==> config.mk <==
export PLATFORM = sky130hd
export DESIGN_NAME = act_line_sequencer
export DESIGN_NICKNAME = d
export VERILOG_FILES = /design/src/rtl/act_line_sequencer.sv
export SDC_FILE = /design/constraint.sdc
export NUM_CORES = 2
export LEC_CHECK = 0
export CORE_MARGIN = 5
export CORE_UTILIZATION = 45
export CTS_BUF_LIST = sky130_fd_sc_hd__clkbuf_4 sky130_fd_sc_hd__clkbuf_8
export DETAILED_ROUTE_END_ITERATION = 7
export HOLD_SLACK_MARGIN = 0.03
export MAX_ROUTING_LAYER = met4
export PLACE_DENSITY_LB_ADDON = 0.12
export SETUP_SLACK_MARGIN = 0.02
export SYNTH_ARGS = -nofsm -noshare
export SYNTH_HDL_FRONTEND = slang
export SYNTH_SLANG_ARGS = --single-unit
==> constraint.sdc <==
create_clock -name clk -period 19.7 [get_ports clk]
set_clock_uncertainty 0.05 [all_clocks]
set_input_delay 3.94 -clock clk [delete_from_list [all_inputs] [get_ports clk]]
set_output_delay 3.94 -clock clk [all_outputs]
set_load 0.02 [all_outputs]
==> src/rtl/act_line_sequencer.sv <==
// Activation-layer line sequencer: fetches the parameter table, then issues one read and one
// write burst request per feature-map line, with in-flight lines bounded by a credit counter.
module act_line_sequencer #(
  parameter int ADDR_W          = 32,
  parameter int DIM_W           = 16,
  parameter int LEN_W           = 16,
  parameter int MAX_OUTSTANDING = 4,
  parameter int PARAM_BEATS     = 3
) (
  input  logic              clk,
  input  logic              rst,
  input  logic              start,
  input  logic [ADDR_W-1:0] cfg_wt_base,
  input  logic [ADDR_W-1:0] cfg_in_base,
  input  logic [ADDR_W-1:0] cfg_in_surface_stride,
  input  logic [ADDR_W-1:0] cfg_in_line_stride,
  input  logic [ADDR_W-1:0] cfg_out_base,
  input  logic [ADDR_W-1:0] cfg_out_surface_stride,
  input  logic [ADDR_W-1:0] cfg_out_line_stride,
  input  logic [DIM_W-1:0]  cfg_win,
  input  logic [DIM_W-1:0]  cfg_hin,
  input  logic [DIM_W-1:0]  cfg_ch_div_tout,
  output logic              rd_req_valid,
  input  logic              rd_req_ready,
  output logic [ADDR_W-1:0] rd_req_addr,
  output logic [LEN_W-1:0]  rd_req_len,
  output logic              rd_req_is_param,
  input  logic              param_beat_valid,
  output logic              wr_req_valid,
  input  logic              wr_req_ready,
  output logic [ADDR_W-1:0] wr_req_addr,
  output logic [LEN_W-1:0]  wr_req_len,
  input  logic              wr_line_done,
  output logic              param_loaded,
  output logic              busy,
  output logic              done,
  output logic [3:0]        outstanding,
  output logic [2:0]        dbg_state
);

  localparam int PEND_W = 2 * DIM_W;
  localparam int PCNT_W = $clog2(PARAM_BEATS + 1);

  typedef enum logic [2:0] {
    S_IDLE, S_PARAM_REQ, S_PARAM_WAIT, S_RUN, S_DRAIN, S_FINISH
  } state_t;

  state_t state_q, state_d;
  logic [ADDR_W-1:0] in_ss_q, in_ss_d, in_ls_q, in_ls_d, out_ss_q, out_ss_d, out_ls_q, out_ls_d;
  logic [DIM_W-1:0]  win_q, win_d, hin_q, hin_d, chd_q, chd_d;
  logic [DIM_W-1:0]  rd_rs_q, rd_rs_d, rd_rh_q, rd_rh_d, wr_ws_q, wr_ws_d, wr_wh_q, wr_wh_d;
  logic [ADDR_W-1:0] rd_surf_ptr_q, rd_surf_ptr_d, rd_line_ptr_q, rd_line_ptr_d;
  logic [ADDR_W-1:0] wr_surf_ptr_q, wr_surf_ptr_d, wr_line_ptr_q, wr_line_ptr_d;
  logic              rd_all_q, rd_all_d, wr_all_q, wr_all_d;
  logic [PEND_W-1:0] wr_pend_q, wr_pend_d;
  logic [3:0]        outstanding_q, outstanding_d;
  logic [PCNT_W-1:0] param_cnt_q, param_cnt_d;
  logic              param_loaded_q, param_loaded_d, busy_q, busy_d, done_q, done_d;
  logic              rd_req_valid_q, rd_req_valid_d, rd_req_is_param_q, rd_req_is_param_d;
  logic [ADDR_W-1:0] rd_req_addr_q, rd_req_addr_d, wr_req_addr_q, wr_req_addr_d;
  logic [LEN_W-1:0]  rd_req_len_q, rd_req_len_d, wr_req_len_q, wr_req_len_d;
  logic              wr_req_valid_q, wr_req_valid_d;

  // Handshake: a request transfers when valid && ready at a rising edge; once valid is
  // raised, valid/addr/len hold until that transfer.
  logic rd_fire, wr_fire, rd_line_fire, wr_line_fire, done_take;
  assign rd_fire      = rd_req_valid_q && rd_req_ready;
  assign wr_fire      = wr_req_valid_q && wr_req_ready;
  assign rd_line_fire = rd_fire && (state_q == S_RUN);
  assign wr_line_fire = wr_fire && (state_q == S_RUN);
  assign done_take    = wr_line_done && (outstanding_q != 4'd0);

  always_comb begin
    state_d           = state_q;
    in_ss_d           = in_ss_q;
    in_ls_d           = in_ls_q;
    out_ss_d          = out_ss_q;
    out_ls_d          = out_ls_q;
    win_d             = win_q;
    hin_d             = hin_q;
    chd_d             = chd_q;
    rd_rs_d           = rd_rs_q;
    rd_rh_d           = rd_rh_q;
    wr_ws_d           = wr_ws_q;
    wr_wh_d           = wr_wh_q;
    rd_surf_ptr_d     = rd_surf_ptr_q;
    rd_line_ptr_d     = rd_line_ptr_q;
    wr_surf_ptr_d     = wr_surf_ptr_q;
    wr_line_ptr_d     = wr_line_ptr_q;
    rd_all_d          = rd_all_q;
    wr_all_d          = wr_all_q;
    wr_pend_d         = wr_pend_q;
    param_cnt_d       = param_cnt_q;
    param_loaded_d    = param_loaded_q;
    rd_req_valid_d    = rd_req_valid_q;
    rd_req_is_param_d = rd_req_is_param_q;
    rd_req_addr_d     = rd_req_addr_q;
    rd_req_len_d      = rd_req_len_q;
    wr_req_valid_d    = wr_req_valid_q;
    wr_req_addr_d     = wr_req_addr_q;
    wr_req_len_d      = wr_req_len_q;
    outstanding_d     = outstanding_q + 4'(rd_line_fire) - 4'(done_take);

    case (state_q)
      S_IDLE: begin
        if (start) begin
          state_d        = S_PARAM_REQ;
          in_ss_d        = cfg_in_surface_stride;
          in_ls_d        = cfg_in_line_stride;
          out_ss_d       = cfg_out_surface_stride;
          out_ls_d       = cfg_out_line_stride;
          win_d          = cfg_win;
          hin_d          = cfg_hin;
          chd_d          = cfg_ch_div_tout;
          rd_rs_d        = '0;
          rd_rh_d        = '0;
          wr_ws_d        = '0;
          wr_wh_d        = '0;
          rd_surf_ptr_d  = cfg_in_base;
          rd_line_ptr_d  = cfg_in_base;
          wr_surf_ptr_d  = cfg_out_base;
          wr_line_ptr_d  = cfg_out_base;
          rd_all_d       = 1'b0;
          wr_all_d       = 1'b0;
          wr_pend_d      = '0;
          param_cnt_d    = '0;
          param_loaded_d = 1'b0;
          outstanding_d  = 4'd0;
        end
      end
      S_PARAM_REQ: begin
        if (rd_fire) state_d = S_PARAM_WAIT;
      end
      S_PARAM_WAIT: begin
        if (param_beat_valid) begin
          if (param_cnt_q == PCNT_W'(PARAM_BEATS - 1)) begin
            param_loaded_d = 1'b1;
            if (win_q == '0 || hin_q == '0 || chd_q == '0) state_d = S_FINISH;
            else state_d = S_RUN;
          end else begin
            param_cnt_d = param_cnt_q + PCNT_W'(1);
          end
        end
      end
      S_RUN: begin
        // Pointers always hold the address of the next line to present; a surface wrap
        // restarts the line pointer from the freshly advanced surface pointer.
        if (rd_line_fire) begin
          if (rd_rh_q == hin_q - DIM_W'(1)) begin
            rd_rh_d       = '0;
            rd_surf_ptr_d = rd_surf_ptr_q + in_ss_q;
            rd_line_ptr_d = rd_surf_ptr_d;
            if (rd_rs_q == chd_q - DIM_W'(1)) rd_all_d = 1'b1;
            else rd_rs_d = rd_rs_q + DIM_W'(1);
          end else begin
            rd_rh_d       = rd_rh_q + DIM_W'(1);
            rd_line_ptr_d = rd_line_ptr_q + in_ls_q;
          end
        end
        if (wr_line_fire) begin
          if (wr_wh_q == hin_q - DIM_W'(1)) begin
            wr_wh_d       = '0;
            wr_surf_ptr_d = wr_surf_ptr_q + out_ss_q;
            wr_line_ptr_d = wr_surf_ptr_d;
            if (wr_ws_q == chd_q - DIM_W'(1)) wr_all_d = 1'b1;
            else wr_ws_d = wr_ws_q + DIM_W'(1);
          end else begin
            wr_wh_d       = wr_wh_q + DIM_W'(1);
            wr_line_ptr_d = wr_line_ptr_q + out_ls_q;
          end
        end
        wr_pend_d = wr_pend_q + PEND_W'(rd_line_fire) - PEND_W'(wr_line_fire);
        if (rd_all_d && wr_all_d) state_d = S_DRAIN;
      end
      S_DRAIN: begin
        if (outstanding_q == 4'd0) state_d = S_FINISH;
      end
      S_FINISH: begin
        state_d = S_IDLE;
      end
      default: state_d = S_IDLE;
    endcase

    // Request registers load from next-cycle state so every output stays a flop.
    if (!(rd_req_valid_q && !rd_req_ready)) begin
      rd_req_valid_d    = 1'b0;
      rd_req_is_param_d = 1'b0;
      if (state_q == S_IDLE && start) begin
        rd_req_valid_d    = 1'b1;
        rd_req_is_param_d = 1'b1;
        rd_req_addr_d     = cfg_wt_base;
        rd_req_len_d      = LEN_W'(PARAM_BEATS);
      end else if (state_d == S_RUN && !rd_all_d &&
                   outstanding_d < 4'(MAX_OUTSTANDING)) begin
        rd_req_valid_d = 1'b1;
        rd_req_addr_d  = rd_line_ptr_d;
        rd_req_len_d   = LEN_W'(win_q);
      end
    end
    if (!(wr_req_valid_q && !wr_req_ready)) begin
      wr_req_valid_d = 1'b0;
      if (state_d == S_RUN && !wr_all_d && wr_pend_d != '0) begin
        wr_req_valid_d = 1'b1;
        wr_req_addr_d  = wr_line_ptr_d;
        wr_req_len_d   = LEN_W'(win_q);
      end
    end

    busy_d = (state_d != S_IDLE);
    done_d = (state_d == S_FINISH);
  end

  always_ff @(posedge clk or posedge rst) begin
    if (rst) begin
      state_q           <= S_IDLE;
      in_ss_q           <= '0;
      in_ls_q           <= '0;
      out_ss_q          <= '0;
      out_ls_q          <= '0;
      win_q             <= '0;
      hin_q             <= '0;
      chd_q             <= '0;
      rd_rs_q           <= '0;
      rd_rh_q           <= '0;
      wr_ws_q           <= '0;
      wr_wh_q           <= '0;
      rd_surf_ptr_q     <= '0;
      rd_line_ptr_q     <= '0;
      wr_surf_ptr_q     <= '0;
      wr_line_ptr_q     <= '0;
      rd_all_q          <= 1'b0;
      wr_all_q          <= 1'b0;
      wr_pend_q         <= '0;
      outstanding_q     <= '0;
      param_cnt_q       <= '0;
      param_loaded_q    <= 1'b0;
      busy_q            <= 1'b0;
      done_q            <= 1'b0;
      rd_req_valid_q    <= 1'b0;
      rd_req_is_param_q <= 1'b0;
      rd_req_addr_q     <= '0;
      rd_req_len_q      <= '0;
      wr_req_valid_q    <= 1'b0;
      wr_req_addr_q     <= '0;
      wr_req_len_q      <= '0;
    end else begin
      state_q           <= state_d;
      in_ss_q           <= in_ss_d;
      in_ls_q           <= in_ls_d;
      out_ss_q          <= out_ss_d;
      out_ls_q          <= out_ls_d;
      win_q             <= win_d;
      hin_q             <= hin_d;
      chd_q             <= chd_d;
      rd_rs_q           <= rd_rs_d;
      rd_rh_q           <= rd_rh_d;
      wr_ws_q           <= wr_ws_d;
      wr_wh_q           <= wr_wh_d;
      rd_surf_ptr_q     <= rd_surf_ptr_d;
      rd_line_ptr_q     <= rd_line_ptr_d;
      wr_surf_ptr_q     <= wr_surf_ptr_d;
      wr_line_ptr_q     <= wr_line_ptr_d;
      rd_all_q          <= rd_all_d;
      wr_all_q          <= wr_all_d;
      wr_pend_q         <= wr_pend_d;
      outstanding_q     <= outstanding_d;
      param_cnt_q       <= param_cnt_d;
      param_loaded_q    <= param_loaded_d;
      busy_q            <= busy_d;
      done_q            <= done_d;
      rd_req_valid_q    <= rd_req_valid_d;
      rd_req_is_param_q <= rd_req_is_param_d;
      rd_req_addr_q     <= rd_req_addr_d;
      rd_req_len_q      <= rd_req_len_d;
      wr_req_valid_q    <= wr_req_valid_d;
      wr_req_addr_q     <= wr_req_addr_d;
      wr_req_len_q      <= wr_req_len_d;
    end
  end

  assign rd_req_valid    = rd_req_valid_q;
  assign rd_req_is_param = rd_req_is_param_q;
  assign rd_req_addr     = rd_req_addr_q;
  assign rd_req_len      = rd_req_len_q;
  assign wr_req_valid    = wr_req_valid_q;
  assign wr_req_addr     = wr_req_addr_q;
  assign wr_req_len      = wr_req_len_q;
  assign param_loaded    = param_loaded_q;
  assign busy            = busy_q;
  assign done            = done_q;
  assign outstanding     = outstanding_q;
  assign dbg_state       = state_q;

endmodule

# Word-level counts from Yosys, hierarchy flattened
# Index checks and enable logic that the tools add are counted.
[word_totals] reg_bits=513 input_bits=279 output_inout_bits=109
[classes] add_sub_neg=15 n_lt_le_gt_ge=1 n_eq_ne=21 muxes=71 bitwise_logic=2 n_reduce_logical=41
[op_table] op="32-bit 2-to-1 mux" n=15
[op_table] op="32-bit one-hot mux with 2 select lines" n=5
[op_table] op="16-bit 2-to-1 mux" n=13
[op_table] op="32-bit adder" n=4
[op_table] op="16-bit one-hot mux with 2 select lines" n=4
[op_table] op="16-bit by 1-bit adder with 16-bit output (second input constant)" n=4
[op_table] op="16-bit == test" n=4
[op_table] op="16-bit zero test" n=3
[op_table] op="32-bit by 1-bit adder with 32-bit output" n=1
[op_table] op="32-bit nonzero test" n=1
[op_table] op="16-bit by 1-bit subtractor with 16-bit output (second input constant)" n=2
[op_table] op="32-bit by 1-bit subtractor with 32-bit output" n=1
[op_table] op="3-bit 2-to-1 mux" n=7
[op_table] op="1-bit 2-to-1 mux" n=17
[op_table] op="2-bit inequality test (second input constant)" n=8
[op_table] op="4-bit AND reduction" n=4
[op_table] op="3-bit one-hot mux with 5 select lines" n=1
[op_table] op="1-bit logical AND" n=13
[op_table] op="5-bit AND reduction" n=2
[op_table] op="3-bit by 2-bit == test with 1-bit output (second input constant)" n=3
[op_table] op="4-bit 2-to-1 mux" n=2
[op_table] op="3-bit == test (second input constant)" n=2
[op_table] op="2-bit 2-to-1 mux" n=3
[op_table] op="1-bit one-hot mux with 2 select lines" n=3
[op_table] op="other kinds (18)" n=29

# Longest topological paths before layout
[depth] ltp_word=14 mapped_depth=23 mapped_depth_nobuf=20

# Least setup slack after synthesis
# Ideal clock, no wire load.
[synth_timing] kind="input port to flip-flop" from="input rd_req_ready" to="register wr_req_addr_q[0], in the netlist wr_req_addr[0]" arrival_ns=8.338 required_ns=19.522 slack_ns=11.185 cell_stages=21 n_path_buf=3 cell_sequence="nand2_1 nor2_1 inv_1 clkbuf_1 ha_1 inv_1 ha_1 fa_1 a211oi_1 o21ai_0 a22oi_1 o21a_1 or4_1 nand3_1 a211o_1 a2111oi_0 nand3_1 o2111a_1 buf_2 buf_2 mux2_1"
[synth_lines] item="from (decl)" line_no="24" text="input logic rd_req_ready,"
[synth_lines] item="1-bit logical AND" line_no="67" text="assign rd_fire = rd_req_valid_q && rd_req_ready;"
[synth_lines] item="1-bit logical AND" line_no="69" text="assign rd_line_fire = rd_fire && (state_q == S_RUN);"
[synth_lines] item="32-bit by 1-bit adder with 32-bit output" line_no="172" text="wr_pend_d = wr_pend_q + PEND_W'(rd_line_fire) - PEND_W'(wr_line_fire);"
[synth_lines] item="32-bit by 1-bit subtractor with 32-bit output" line_no="172"
[synth_lines] item="32-bit one-hot mux with 2 select lines" line_no="104" text="case (state_q)"
[synth_lines] item="named net wr_pend_d[20]" line_no="55" text="logic [PEND_W-1:0] wr_pend_q, wr_pend_d;"
[synth_lines] item="32-bit nonzero test" line_no="202" text="if (state_d == S_RUN && !wr_all_d && wr_pend_d != '0) begin"
[synth_lines] item="1-bit logical AND" line_no="202"
[synth_lines] item="2-bit AND reduction (no line)"
[synth_lines] item="to (signal assigned)" line_no="276" text="wr_req_addr_q <= wr_req_addr_d;"
[synth_lines] item="to (decl)" line_no="60" text="logic [ADDR_W-1:0] rd_req_addr_q, rd_req_addr_d, wr_req_addr_q, wr_req_addr_d;"
# The timed path passes the listed nets, and every way through them passes these cells. The select of a mux whose other input is x is not followed.
# A chain may end at the register's enable or synchronous reset.

# Worst setup path in the final report
[layout_timing] from="input rd_req_ready" to="register wr_req_len_q[7], in the netlist wr_req_len[7]"
[layout_lines] item="1-bit logical AND" line_no="67"
[layout_lines] item="1-bit logical AND" line_no="69"
[layout_lines] item="32-bit by 1-bit adder with 32-bit output" line_no="172"
[layout_lines] item="32-bit by 1-bit subtractor with 32-bit output" line_no="172"
[layout_lines] item="32-bit one-hot mux with 2 select lines" line_no="104"
[layout_lines] item="named net wr_pend_d[10]" line_no="55"
[layout_lines] item="32-bit nonzero test" line_no="202"
[layout_lines] item="1-bit logical AND" line_no="202"
[layout_lines] item="2-bit AND reduction (no line)"
[layout_lines] item="to (signal assigned)" line_no="277" text="wr_req_len_q <= wr_req_len_d;"
[layout_lines] item="to (decl)" line_no="61" text="logic [LEN_W-1:0] rd_req_len_q, rd_req_len_d, wr_req_len_q, wr_req_len_d;"
# The timed path passes the listed nets, and every way through them passes these cells. The select of a mux whose other input is x is not followed.

==> flow_metrics.env <==
export IMPL_drive_gt1_frac=0.0704
export IMPL_crit_path_end="wr_req_len[7]$_DFFE_PP0P_"
export IMPL_fin_crit_sh=0.516
export IMPL_topRoutingLayerUsed="met4"
export IMPL_cts_buffers=93
export IMPL_drt_iter0_markers=2122
export IMPL_max_freq_mhz=98.4
export IMPL_routabilityCongestion=0.941
export IMPL_layout_common_cells="nand2_1, dfrtp_1, clkdlybuf4s50_1"
export IMPL_syn_nets=4185
export IMPL_clk_latency_ns=0.71
export IMPL_crit_path_start="rd_req_ready"
export IMPL_slowest_delay_ns=1.09
export IMPL_crit_fanout=44
export IMPL_nNetsFinal=4517
export IMPL_ios=388
export IMPL_power_density_nw_per_um2=59.8
export IMPL_via_per_inst=5.60
export IMPL_crit_path_end_kind="flop"
export IMPL_core_sq_um=70100
export IMPL_die_area_sq_um=76200
export IMPL_drv_cap=0
export IMPL_portBuffers=387
export IMPL_grt_use_total=0.268
export IMPL_crit_type="in -> reg"
export IMPL_ctsResizeCount=0
export IMPL_slew_headroom=0.0641
export IMPL_cts_sink_count=513
export IMPL_start_util=0.454
export IMPL_rr_worst_depth=20
export IMPL_place_area_sq_um=36500
export IMPL_htree_levels=3
export IMPL_finish_utilization=0.549
export IMPL_wirelength_um=103000
export IMPL_die_w_um=276
export IMPL_irDropWorstVdd_mv=0.0495
export IMPL_synth_seq_cells=513
export IMPL_std_cell_rows=97
export IMPL_antenna_found_initial=7
export IMPL_synthCells=3732
export IMPL_area_growth_pct=20.9
export IMPL_tns_ns=0
export IMPL_wl_met3_um=5510
export IMPL_synth_warnings=0
export IMPL_ctsLongestPathBuffers=3
export IMPL_cts_root_buf="clkbuf_8"
export IMPL_holdWs_ns=0.423
export IMPL_grt_max_degree=162
export IMPL_ys_flop_type="dfrtp_1"
export IMPL_synth_area_per_cell_sq_um=8.53
export IMPL_status="finished, final reports clean"
export IMPL_die_h_um=276
export IMPL_critPathArrivalTime_ns=10.70
export IMPL_cp_start_kind="primary input"
export IMPL_antenna_left=0
export IMPL_design_area_sq_um=38500
export IMPL_worstPathCellList="clkdlybuf4s50_1, nand2_1, nor2_1, inv_1, ha_1, inv_1, ha_1, fa_1, a211oi_1, nor2_1, a21o_1, a211oi_1, o31ai_1, a2111oi_0, nand4b_1, nor4_1, nand3_1, o2111a_2, buf_4, mux2_1"
export IMPL_ctsHoldBuffers=0
export IMPL_reg2reg_slack_ns=12.00
export IMPL_synth_edf_count=0
export IMPL_cpMaxStageDelayCell="nor2_1"
export IMPL_place_hpwl_um=75000
export IMPL_cts_tree="done"
export IMPL_required_ns=20.24
export IMPL_worst_pin_slew_ns=1.40
export IMPL_grt_pass1_wl_um=161000
export IMPL_finalSetupViolCount=0
export IMPL_yosysSeqAreaShare=0.403
export IMPL_post_drt_wl_per_cell_um=20.2
export IMPL_async_flop_share=1.00
export IMPL_leakagePower_uw=0.0184
export IMPL_synth_cell_types=93
export IMPL_pre_cts_ws_ns=9.02
export IMPL_grt_pass1_vias=28000
export IMPL_firstDrtPassIters=6
export IMPL_layout_commonest_cell="nand2_1"
export IMPL_met2_length_um=46800
export IMPL_route_detailed_drc=0
export IMPL_cts_setup_buffers=0
export IMPL_min_period_ns=10.16
export IMPL_grt_ovfl_total=0
export IMPL_r2r_start="dbg_state[1]$_DFF_PP0_"
export IMPL_setup_slack_ns=9.54
export IMPL_m1WireLength_um=47700
export IMPL_drv_slew=0
export IMPL_rsz0062_at_grt="false"
export IMPL_vias=28500
export IMPL_clk_transition_reported_paths_ns=0.06
export IMPL_worstReg2RegEnd="wr_req_len[7]$_DFFE_PP0P_"
export IMPL_synthesis_area_sq_um=31800
export IMPL_hp_class="reg -> reg"
export IMPL_finalHoldViolCount=0
[worst min path at each step]
stage | end | slack [ns] | start | cells past startpoint
final | rd_req_len[1]$_DFFE_PP0P_ | 0.42 | rd_req_len[1]$_DFFE_PP0P_ | 2
after global routing | out_ss_q[21]$_DFFE_PP0P_ | 0.45 | out_ss_q[21]$_DFFE_PP0P_ | 2
after CTS | wr_surf_ptr_q[8]$_DFFE_PP0P_ | 0.43 | wr_surf_ptr_q[8]$_DFFE_PP0P_ | 2
after detailed placement | rd_req_len[1]$_DFFE_PP0P_ | 0.41 | rd_req_len[1]$_DFFE_PP0P_ | 2
after global placement | rd_req_len[1]$_DFFE_PP0P_ | 0.40 | rd_req_len[1]$_DFFE_PP0P_ | 2
after floorplan | wr_surf_ptr_q[8]$_DFFE_PP0P_ | 0.39 | wr_surf_ptr_q[8]$_DFFE_PP0P_ | 2
[critical path: cells and delay by family]
kind | cells | cell delay [ns]
AO/OA/AOI/OAI | 6 | 2.00
adder cells (fa/ha/maj) | 3 | 1.03
buffers and inverters | 4 | 1.06
multiplexers | 1 | 0.42
AND/OR/NAND/NOR | 6 | 2.16
[final cells by class]
class / instances / area (sq um)
antenna: 6 / 15.0
clock buffer: 148 / 1850
clock inverter: 16 / 169
fill: 6690 / 31600
inverter: 114 / 435
multi-input combinational: 2924 / 17900
sequential: 513 / 12800
tap: 940 / 1180
timing repair buffer: 418 / 4120
[stage by stage]
stage | instances | power [uW]
global placement | 4909 | 1220
detailed placement | 4909 | 1220
finish | 5079 | 2300
global route | 5079 | 2390
CTS | 5073 | 2330
floorplan | 3732 | 1130
[per-layer routing]
| metal | track usage | vias to the layer above |
|---|---|---|
| met5 | - | - |
| met4 | 0.0716 | 0 |
| met3 | 0.0402 | 178 |
| met2 | 0.416 | 813 |
| met1 | 0.371 | 13700 |
| li1 | - | 13800 |
[synthesized netlist by cell type (44+ instances only)]
cell type,count,area (sq um)
a31oi_1,67,419
ha_1,168,2100
mux2_2,47,529
inv_1,114,428
nand4_1,44,275
nor3_1,48,240
xor2_1,86,753
nand2_1,845,3170
xnor2_1,149,1310
nor2_1,269,1010
nand3_1,77,385
clkbuf_1,149,559
dfrtp_1,513,12800
a21oi_1,238,1190
o21ai_0,239,1200
a21o_1,105,788
[report_power, final]
| group | internal, uW | switching, uW |
|---|---|---|
| sequential | 1060 | 4.17 |
| clock | 632 | 472 |
| combinational | 73.6 | 62.3 |
| total | 1770 | 538 |
[cells by family (layout without fill, tap and decap cells)]
logic type | Yosys count | in the layout | share of synthesized area
compound gates | 961 | 961 | 0.194
xor+xnor | 242 | 242 | 0.0696
mux | 77 | 77 | 0.0261
other cells | 0 | 6 | 0
flops | 513 | 513 | 0.403
buf+inv | 295 | 696 | 0.0362
fa+ha+maj | 174 | 174 | 0.0698
simple gates | 1470 | 1470 | 0.202
Power figures use the tool's default switching activity.
